File: src/rtl/counter_drv_pkg.sv
// Shared types and default sizes for the counter driver.
// Imported by the driver top and its reference model.
package counter_drv_pkg;

  localparam int DEF_WIDTH     = 4;
  localparam int DEF_MAX_COUNT = 15;
  localparam int DEF_CNT_W     = 8;

  typedef enum logic [1:0] {
    OP_NOP     = 2'd0,
    OP_PRELOAD = 2'd1,
    OP_RUN     = 2'd2,
    OP_HOLD    = 2'd3
  } op_e;

  typedef enum logic [2:0] {
    S_IDLE    = 3'd0,
    S_PRELOAD = 3'd1,
    S_RUN     = 3'd2,
    S_HOLD    = 3'd3,
    S_CHECK   = 3'd4,
    S_RESP    = 3'd5
  } state_e;

endpackage

File: src/rtl/counter_ref_model.sv
// Cycle-accurate reference of the up-counter driven by this block.
// Updates on the same edge as the real counter.
module counter_ref_model
  import counter_drv_pkg::*;
#(
  parameter int WIDTH     = DEF_WIDTH,
  parameter int MAX_COUNT = DEF_MAX_COUNT
) (
  input  logic             clk,
  input  logic             rst,
  input  logic             enable,
  input  logic             preload,
  input  logic [WIDTH-1:0] preload_val,
  output logic [WIDTH-1:0] exp,
  output logic             exp_detect
);

  localparam logic [WIDTH-1:0] MAXV =
    WIDTH'(MAX_COUNT);

  logic [WIDTH-1:0] r_exp;

  always_ff @(posedge clk) begin
    if (rst) begin
      r_exp <= '0;
    end else if (preload) begin
      r_exp <= preload_val;
    end else if (enable) begin
      r_exp <= (r_exp == MAXV) ? '0
                               : r_exp + 1'b1;
    end
  end

  assign exp        = r_exp;
  assign exp_detect = (r_exp == MAXV);

endmodule

File: src/rtl/counter_driver.sv
// Command-driven initiator and checker for the 4-bit up-counter.
// One response per command: wraps, sampled result, error flag.
module counter_driver
  import counter_drv_pkg::*;
#(
  parameter int WIDTH     = DEF_WIDTH,
  parameter int MAX_COUNT = DEF_MAX_COUNT,
  parameter int CNT_W     = DEF_CNT_W
) (
  input  logic             clk,
  input  logic             rst,
  input  logic             cmd_valid,
  output logic             cmd_ready,
  input  logic [1:0]       cmd_op,
  input  logic [CNT_W-1:0] cmd_arg,
  output logic             enable,
  output logic             preload,
  output logic [WIDTH-1:0] preload_val,
  input  logic             detect,
  input  logic [WIDTH-1:0] result,
  output logic             rsp_valid,
  output logic [CNT_W-1:0] rsp_wraps,
  output logic [WIDTH-1:0] rsp_result,
  output logic             rsp_error,
  output logic             busy
);

  state_e           r_state;
  state_e           w_next;
  logic [CNT_W-1:0] r_cnt;
  logic [CNT_W-1:0] r_wraps;
  logic [WIDTH-1:0] r_pval;
  logic [WIDTH-1:0] r_res;
  logic             r_err;
  logic             r_ierr;
  logic [WIDTH-1:0] w_exp;
  logic             w_exp_det;
  logic             w_idle;
  logic             w_acc;
  logic             w_mis;

  counter_ref_model #(
    .WIDTH     (WIDTH),
    .MAX_COUNT (MAX_COUNT)
  ) u_ref (
    .clk         (clk),
    .rst         (rst),
    .enable      (enable),
    .preload     (preload),
    .preload_val (preload_val),
    .exp         (w_exp),
    .exp_detect  (w_exp_det)
  );

  assign w_idle      = (r_state == S_IDLE);
  assign cmd_ready   = w_idle && !rst;
  assign w_acc       = cmd_valid && cmd_ready;
  assign enable      = (r_state == S_RUN);
  assign preload     = (r_state == S_PRELOAD);
  assign preload_val = r_pval;
  assign rsp_valid   = (r_state == S_RESP);
  assign rsp_wraps   = r_wraps;
  assign rsp_result  = r_res;
  assign rsp_error   = r_err;
  assign busy        = !w_idle;
  assign w_mis       = (result != w_exp) ||
                       (detect != w_exp_det);

  always_comb begin
    w_next = r_state;
    unique case (r_state)
      S_IDLE: begin
        if (w_acc) begin
          unique case (op_e'(cmd_op))
            OP_PRELOAD: w_next = S_PRELOAD;
            OP_RUN:
              w_next = (cmd_arg == '0) ? S_CHECK
                                       : S_RUN;
            OP_HOLD:
              w_next = (cmd_arg == '0) ? S_CHECK
                                       : S_HOLD;
            default:    w_next = S_RESP;
          endcase
        end
      end
      S_RUN, S_HOLD: begin
        if (r_cnt == CNT_W'(1)) w_next = S_CHECK;
      end
      S_PRELOAD: w_next = S_CHECK;
      S_CHECK:   w_next = S_RESP;
      S_RESP:    w_next = S_IDLE;
      default:   w_next = S_IDLE;
    endcase
  end

  always_ff @(posedge clk) begin
    if (rst) begin
      r_state <= S_IDLE;
      r_cnt   <= '0;
      r_pval  <= '0;
    end else begin
      r_state <= w_next;
      if (w_acc) begin
        r_cnt <= cmd_arg;
        if (op_e'(cmd_op) == OP_PRELOAD)
          r_pval <= cmd_arg[WIDTH-1:0];
      end else if (r_state == S_RUN ||
                   r_state == S_HOLD) begin
        r_cnt <= r_cnt - 1'b1;
      end
    end
  end

  // IDLE mismatches park in r_ierr and fold into the next command.
  always_ff @(posedge clk) begin
    if (rst) begin
      r_err   <= 1'b0;
      r_ierr  <= 1'b0;
      r_wraps <= '0;
      r_res   <= '0;
    end else begin
      if (w_acc) begin
        r_err  <= r_ierr | w_mis;
        r_ierr <= 1'b0;
      end else if (w_idle) begin
        r_ierr <= r_ierr | w_mis;
      end else begin
        r_err <= r_err | w_mis;
      end
      if (w_acc) begin
        r_wraps <= '0;
      end else if (enable && w_exp_det &&
                   r_wraps != '1) begin
        r_wraps <= r_wraps + 1'b1;
      end
      if (r_state == S_CHECK) r_res <= result;
    end
  end

endmodule

File: config.mk
export PLATFORM = sky130hd
export DESIGN_NAME = counter_driver
export DESIGN_NICKNAME = d
export VERILOG_FILES = /design/src/rtl/counter_drv_pkg.sv /design/src/rtl/counter_ref_model.sv /design/src/rtl/counter_driver.sv
export SDC_FILE = /design/constraint.sdc
export NUM_CORES = 1
export LEC_CHECK = 0
export ABC_CLOCK_PERIOD_IN_PS = 2570
export CAP_MARGIN = 20
export CORE_ASPECT_RATIO = 0.5
export CORE_UTILIZATION = 43
export CTS_CLUSTER_SIZE = 12
export DETAILED_ROUTE_END_ITERATION = 16
export GPL_TIMING_DRIVEN = 0
export PLACE_DENSITY = 0.79
export RECOVER_POWER = 25
export SLEW_MARGIN = 20
export SYNTH_ARGS = -nofsm -noshare
export SYNTH_HDL_FRONTEND = slang
export SYNTH_SLANG_ARGS = --single-unit
File: constraint.sdc
create_clock -name clk -period 2.57 [get_ports clk]
set_input_delay 0.3855 -clock clk [delete_from_list [all_inputs] [get_ports clk]]
set_output_delay 0.3855 -clock clk [all_outputs]
set_load 0.05 [all_outputs]
; After elaboration in Yosys (flattened, before gate mapping)
; Cells that the tools add are included.
[classes]
add_sub_neg = 3
n_bitwise = 2
mux = 13
eq_ne = 15
n_reduce_logical = 16
[op_table]
columns = operator, n
row1 = $mux W8, 2
row2 = $mux W3, 4
row3 = $mux W4, 3
row4 = $pmux W3 S4, 1
row5 = $pmux W3 S3, 1
row6 = $add A8 B1 Y8 const B, 1
row7 = $eq A8 B1 Y1 const B, 1
row8 = $logic_not A8 Y1, 1
row9 = $ne A8 B8 Y1 const B, 1
row10 = $sub A8 B1 Y8 const B, 1
row11 = $eq A3 B2 Y1 const B, 2
row12 = $eq A3 B3 Y1 const B, 2
row13 = $add A4 B1 Y4 const B, 1
row14 = $eq A2 B2 Y1 const B, 2
row15 = $eq A4 B4 Y1 const B, 1
row16 = $logic_and A1 B1 Y1, 4
row17 = $ne A4 B4 Y1, 1
row18 = $reduce_and A2 Y1, 2
row19 = $reduce_bool A2 Y1, 2
row20 = $reduce_or A2 Y1, 2
row21 = $eq A3 B1 Y1 const B, 1
row22 = $logic_not A3 Y1, 1
row23 = $eq A2 B1 Y1 const B, 1
row24 = $logic_not A1 Y1, 2
row25 = 6 further kinds, 9
[word_totals]
wordCells = 57
regBits = 33

; Longest topological paths before layout
[depth]
depth_word = 6
depth_mapped = 6
ltp_nobuf = 6

; Modules after synthesis
; A second synthesis with hierarchy kept.
[unflattened]
cells_unflattened = 213
hier_area_um2 = 1825.5
[modules_own_cells]
columns = module, instances, cells_per_inst, seq_area_each_um2, area_per_inst_um2
row1 = counter_driver, 1, 183, 580.6, 1584.0
row2 = counter_ref_model, 1, 30, 80.1, 241.5

; Worst setup path before layout
; No wires, ideal clock.
[synth_path]
path_kind = reg2out
from = register r_state[2]
to = output cmd_ready
setup_slack_ps = 373
t_required_ps = 2184
t_arrival_ps = 1812
stages_incl_launch_ff = 5
path_cell_list = dfxtp_1 clkbuf_1 nor3_4 inv_2 nor2_1
[synth_via]
elab_chain_cells = 2
[synth_lines]
columns = item, line_no
row1 = from (decl), counter_driver.sv:28  ; state_e r_state;
row2 = from (signal assigned), counter_driver.sv:102  ; r_state <= w_next;
row3 = $logic_not A3 Y1, counter_driver.sv:55  ; assign w_idle = (r_state == S_IDLE);
row4 = $logic_and A1 B1 Y1, counter_driver.sv:56  ; assign cmd_ready = w_idle && !rst;
row5 = to (decl), counter_driver.sv:13  ; output logic cmd_ready,
; No other way between the ends.

; Worst setup path in the final report
[layout_path]
from = register r_state[2]
to = output preload
[layout_via]
elab_chain_cells = 1
[layout_lines]
columns = item, line_no
row1 = $eq A3 B1 Y1, counter_driver.sv:59  ; assign preload = (r_state == S_PRELOAD);
row2 = to (decl), counter_driver.sv:17  ; output logic preload,
; No other way between the ends.

==> run summary <==
Status - finished, final reports clean
Largest net degree at the start of global routing - 12
Final global-route overflow total - 0
Clk slew on worst S/H paths - 0.07 ns
Die Y - 46.7 microns
Global-route wire length before repair - 6750 microns
CTS tree - yes
Die width - 91.5 microns
Worst Path Required - 2.18 ns
Worst Reg-to-Reg Cells - 6
RePlAce Congestion - 0.774
Period utilization - 0.950
Endpoints failing hold - 0
Vias per std cell - 5.52
Async set or reset register ratio after synthesis - 0
Final Slew Violations - 0
Final Instance Area - 2300 sq um
Synth area leader - dfxtp_1
Die area - 4270 sq um
CTS root buf - clkbuf_8
Post-synthesis sequential area ratio - 0.384
CP Launch Type - flop
Ys Warns - 0
Initial Util - 0.475
Leakage - 0.000852 uW
Core box area - 3620 sq um
Slew HR - 0.658
Nets - 265
Clock Latency Late Sink - 0.29 ns
Area share of the largest cell type after synthesis - 0.384
Power Density - 1000 nW/um^2
Via Count - 1,629
Synth Area in Simple Gates - 0.268
Slew @ Worst Pin - 0.511 ns
Synth Area in XOR/XNOR - 0.0407
Cells after synthesis - 195
P&R area growth vs syn - 33.8%
Synth Register Bits - 33
CP arrival - 2.06 ns
FMAX - 410 MHz
Vias in the first global route - 1,490
CTS sink count - 33
Row cnt - 15
DR WL/cell - 14.2 microns
Share of post-route cells with drive strength above 1 - 0.0861
Setup slack, reg-to-reg - 0.56 ns
Post-synthesis cell type count - 49
I/O pin cnt - 40
RSZ-0062 raised after global routing - no
Worst Hold Path EP - rsp_result[1]
Routed wire length - 4200 microns
EDFF count, synth - 0
Setup CP Type - flop to output pin
Hold Buf Count CTS - 0
TritonCTS buffer count - 5
Most used DFF post-synth - dfxtp_1
Post-Synth Adder-Cell Area - 0.0291
Router iterations before antenna repair - 4
Gr usage total - 0.207
Max IR drop VDD - 424 uV
Skew final - 0.00936 ns
Top cells by area, synth - dfxtp_1 38%, mux2i_1 6.4%, nor2_1 4.6%
Syn_nets - 217
HP Class - flop to flop
Cell Area, Placed - 2160 sq um
Max clock buf depth - 2
CP max FO - 10
Hold_sp - rsp_result[1]
R2r endpoint - rsp_wraps[3]
Mux share of post-synthesis cell area - 0.0640
Avg Inst Size Synth - 8.82 sq um
Largest family of logic cells by synthesized area - simple AND/OR/NAND/NOR gates
Setup violators final - 0
Routed Antenna Nets - 0
Initial antenna violation count - 0
Crit end category - output pin
Reg-to-reg startpoint - r_state[2]
Final hold slack - 0.498 ns
Cell Area, Synth - 1720 sq um
Detailed router's first-iteration violation count - 74
Residual DRC - 0
Fin crit period - 2.44 ns
H-tree levels - 2
IO Port Bufs - 38
Post-detail-place hpwl - 3110 microns
Setup crit start - r_state[2]
ANT cells - 0
Max Cap Viol - 0
Hold path cells - 2
Synth Area in Compound Gates - 0.181
cells in the mapped netlist, drive strengths merged (6+ instances only):
library cell and count:
a21oi 14, inv 6, clkbuf 8, dfxtp 33, xor2 6, nor2 21
nand3 6, mux2i 11, o21ai 8, or4 7, nand2 12
placed cells by master, fill, tap and decap left out, types with 3 or more instances in the layout:
| master | instances |
|---|---|
| nor3_1 | 4 |
| a31oi_1 | 3 |
| o21ai_0 | 4 |
| nor2_1 | 21 |
| mux2i_1 | 11 |
| or4_1 | 6 |
| clkbuf_1 | 9 |
| dfxtp_1 | 33 |
| nand2b_1 | 3 |
| nand3_1 | 6 |
| nor2b_1 | 3 |
| nand2_1 | 11 |
| o211ai_1 | 5 |
| a21oi_1 | 14 |
| inv_1 | 5 |
| o21ai_1 | 4 |
| xor2_1 | 6 |
| ha_1 | 4 |
| clkdlybuf4s50_1 | 35 |
| clkbuf_8 | 6 |
| a211oi_1 | 5 |
| or3_1 | 5 |
cells by family (layout without fill, tap and decap cells):
family / after synthesis / count (layout)
AO/OA/AOI/OAI: 46 / 46
XOR/XNOR: 8 / 8
adder cells (fa/ha/maj): 4 / 4
buffers and inverters: 15 / 64
flip-flops: 33 / 33
multiplexers: 11 / 11
AND/OR/NAND/NOR: 78 / 78
layout make-up:
cell class              count  area, sq um
inverters                   6         22.5
flip-flops and latches     33          661
clock inverters             2         37.5
plain buffers               9         35.0
multi-input cells         147         1000
fillers                   296         1320
clock buffers               6         82.6
repair buffers             41          398
well taps                  51         63.8
report_power, final:
group / switching (uW) / internal, uW / leakage, uW
sequential: 138 / 635 / 0.000269
clock: 203 / 315 / 0.0000574
combinational: 583 / 431 / 0.000525
critical path: stages (launching register included):
cell and delay [ns]:
dfxtp_1 0.31, clkbuf_1 0.23, or3b_2 0.54, clkbuf_1 0.22, inv_1 0.09, clkdlybuf4s15_2 0.37
metrics by stage:
| stage | setup WS (ns) | cells | TNS [ns] | total power [uW] | utilization |
|---|---|---|---|---|---|
| 3_3_place_gp | 0.0318 | 284 | 0 | 1730 | 0.598 |
| 2_1_floorplan | 0.373 | 195 | 0 | 1490 | - |
| 6_report | 0.128 | 295 | 0 | 2310 | 0.636 |
| 5_1_grt | 0.0332 | 295 | 0 | 2450 | 0.636 |
| 3_5_place_dp | -0.00109 | 284 | -0.00109 | 1760 | 0.598 |
| 4_1_cts | 0.0202 | 292 | 0 | 2260 | 0.630 |
registers in the layout (all words and copies together) (netlist names):
name and flops:
preload_val 4, r_cnt 8, r_ierr 1, r_state 3
rsp_error 1, rsp_result 4, rsp_wraps 8, u_ref.exp 4
what timing repair did:
action / CTS / global route
gates resized for setup: 5 / 0
endpoints found under the setup margin: 3 / 2
gates cloned: 0 / 0
pin swaps: 0 / 1
buffers inserted: 0 / 3
worst max path at each step:
stage                            to  slack (ns)  depth (start not counted)
after floorplan           cmd_ready        0.37                          4
after global placement      preload        0.03                          5
after detailed placement    preload      -0.001                          5
after CTS                      busy        0.02                          4
after global routing        preload        0.03                          5
final                       preload        0.13                          5
per-layer routing:
layer,vias up,share of wire,track usage,wire length (microns)
li1,812,-,-,-
met1,767,0.46,0.256,1950
met2,43,0.47,0.358,1980
met3,7,0.054,0.0594,225
met4,0,0.011,0.0730,47
met5,-,0,0,0
(Power assumes the default switching activity.)
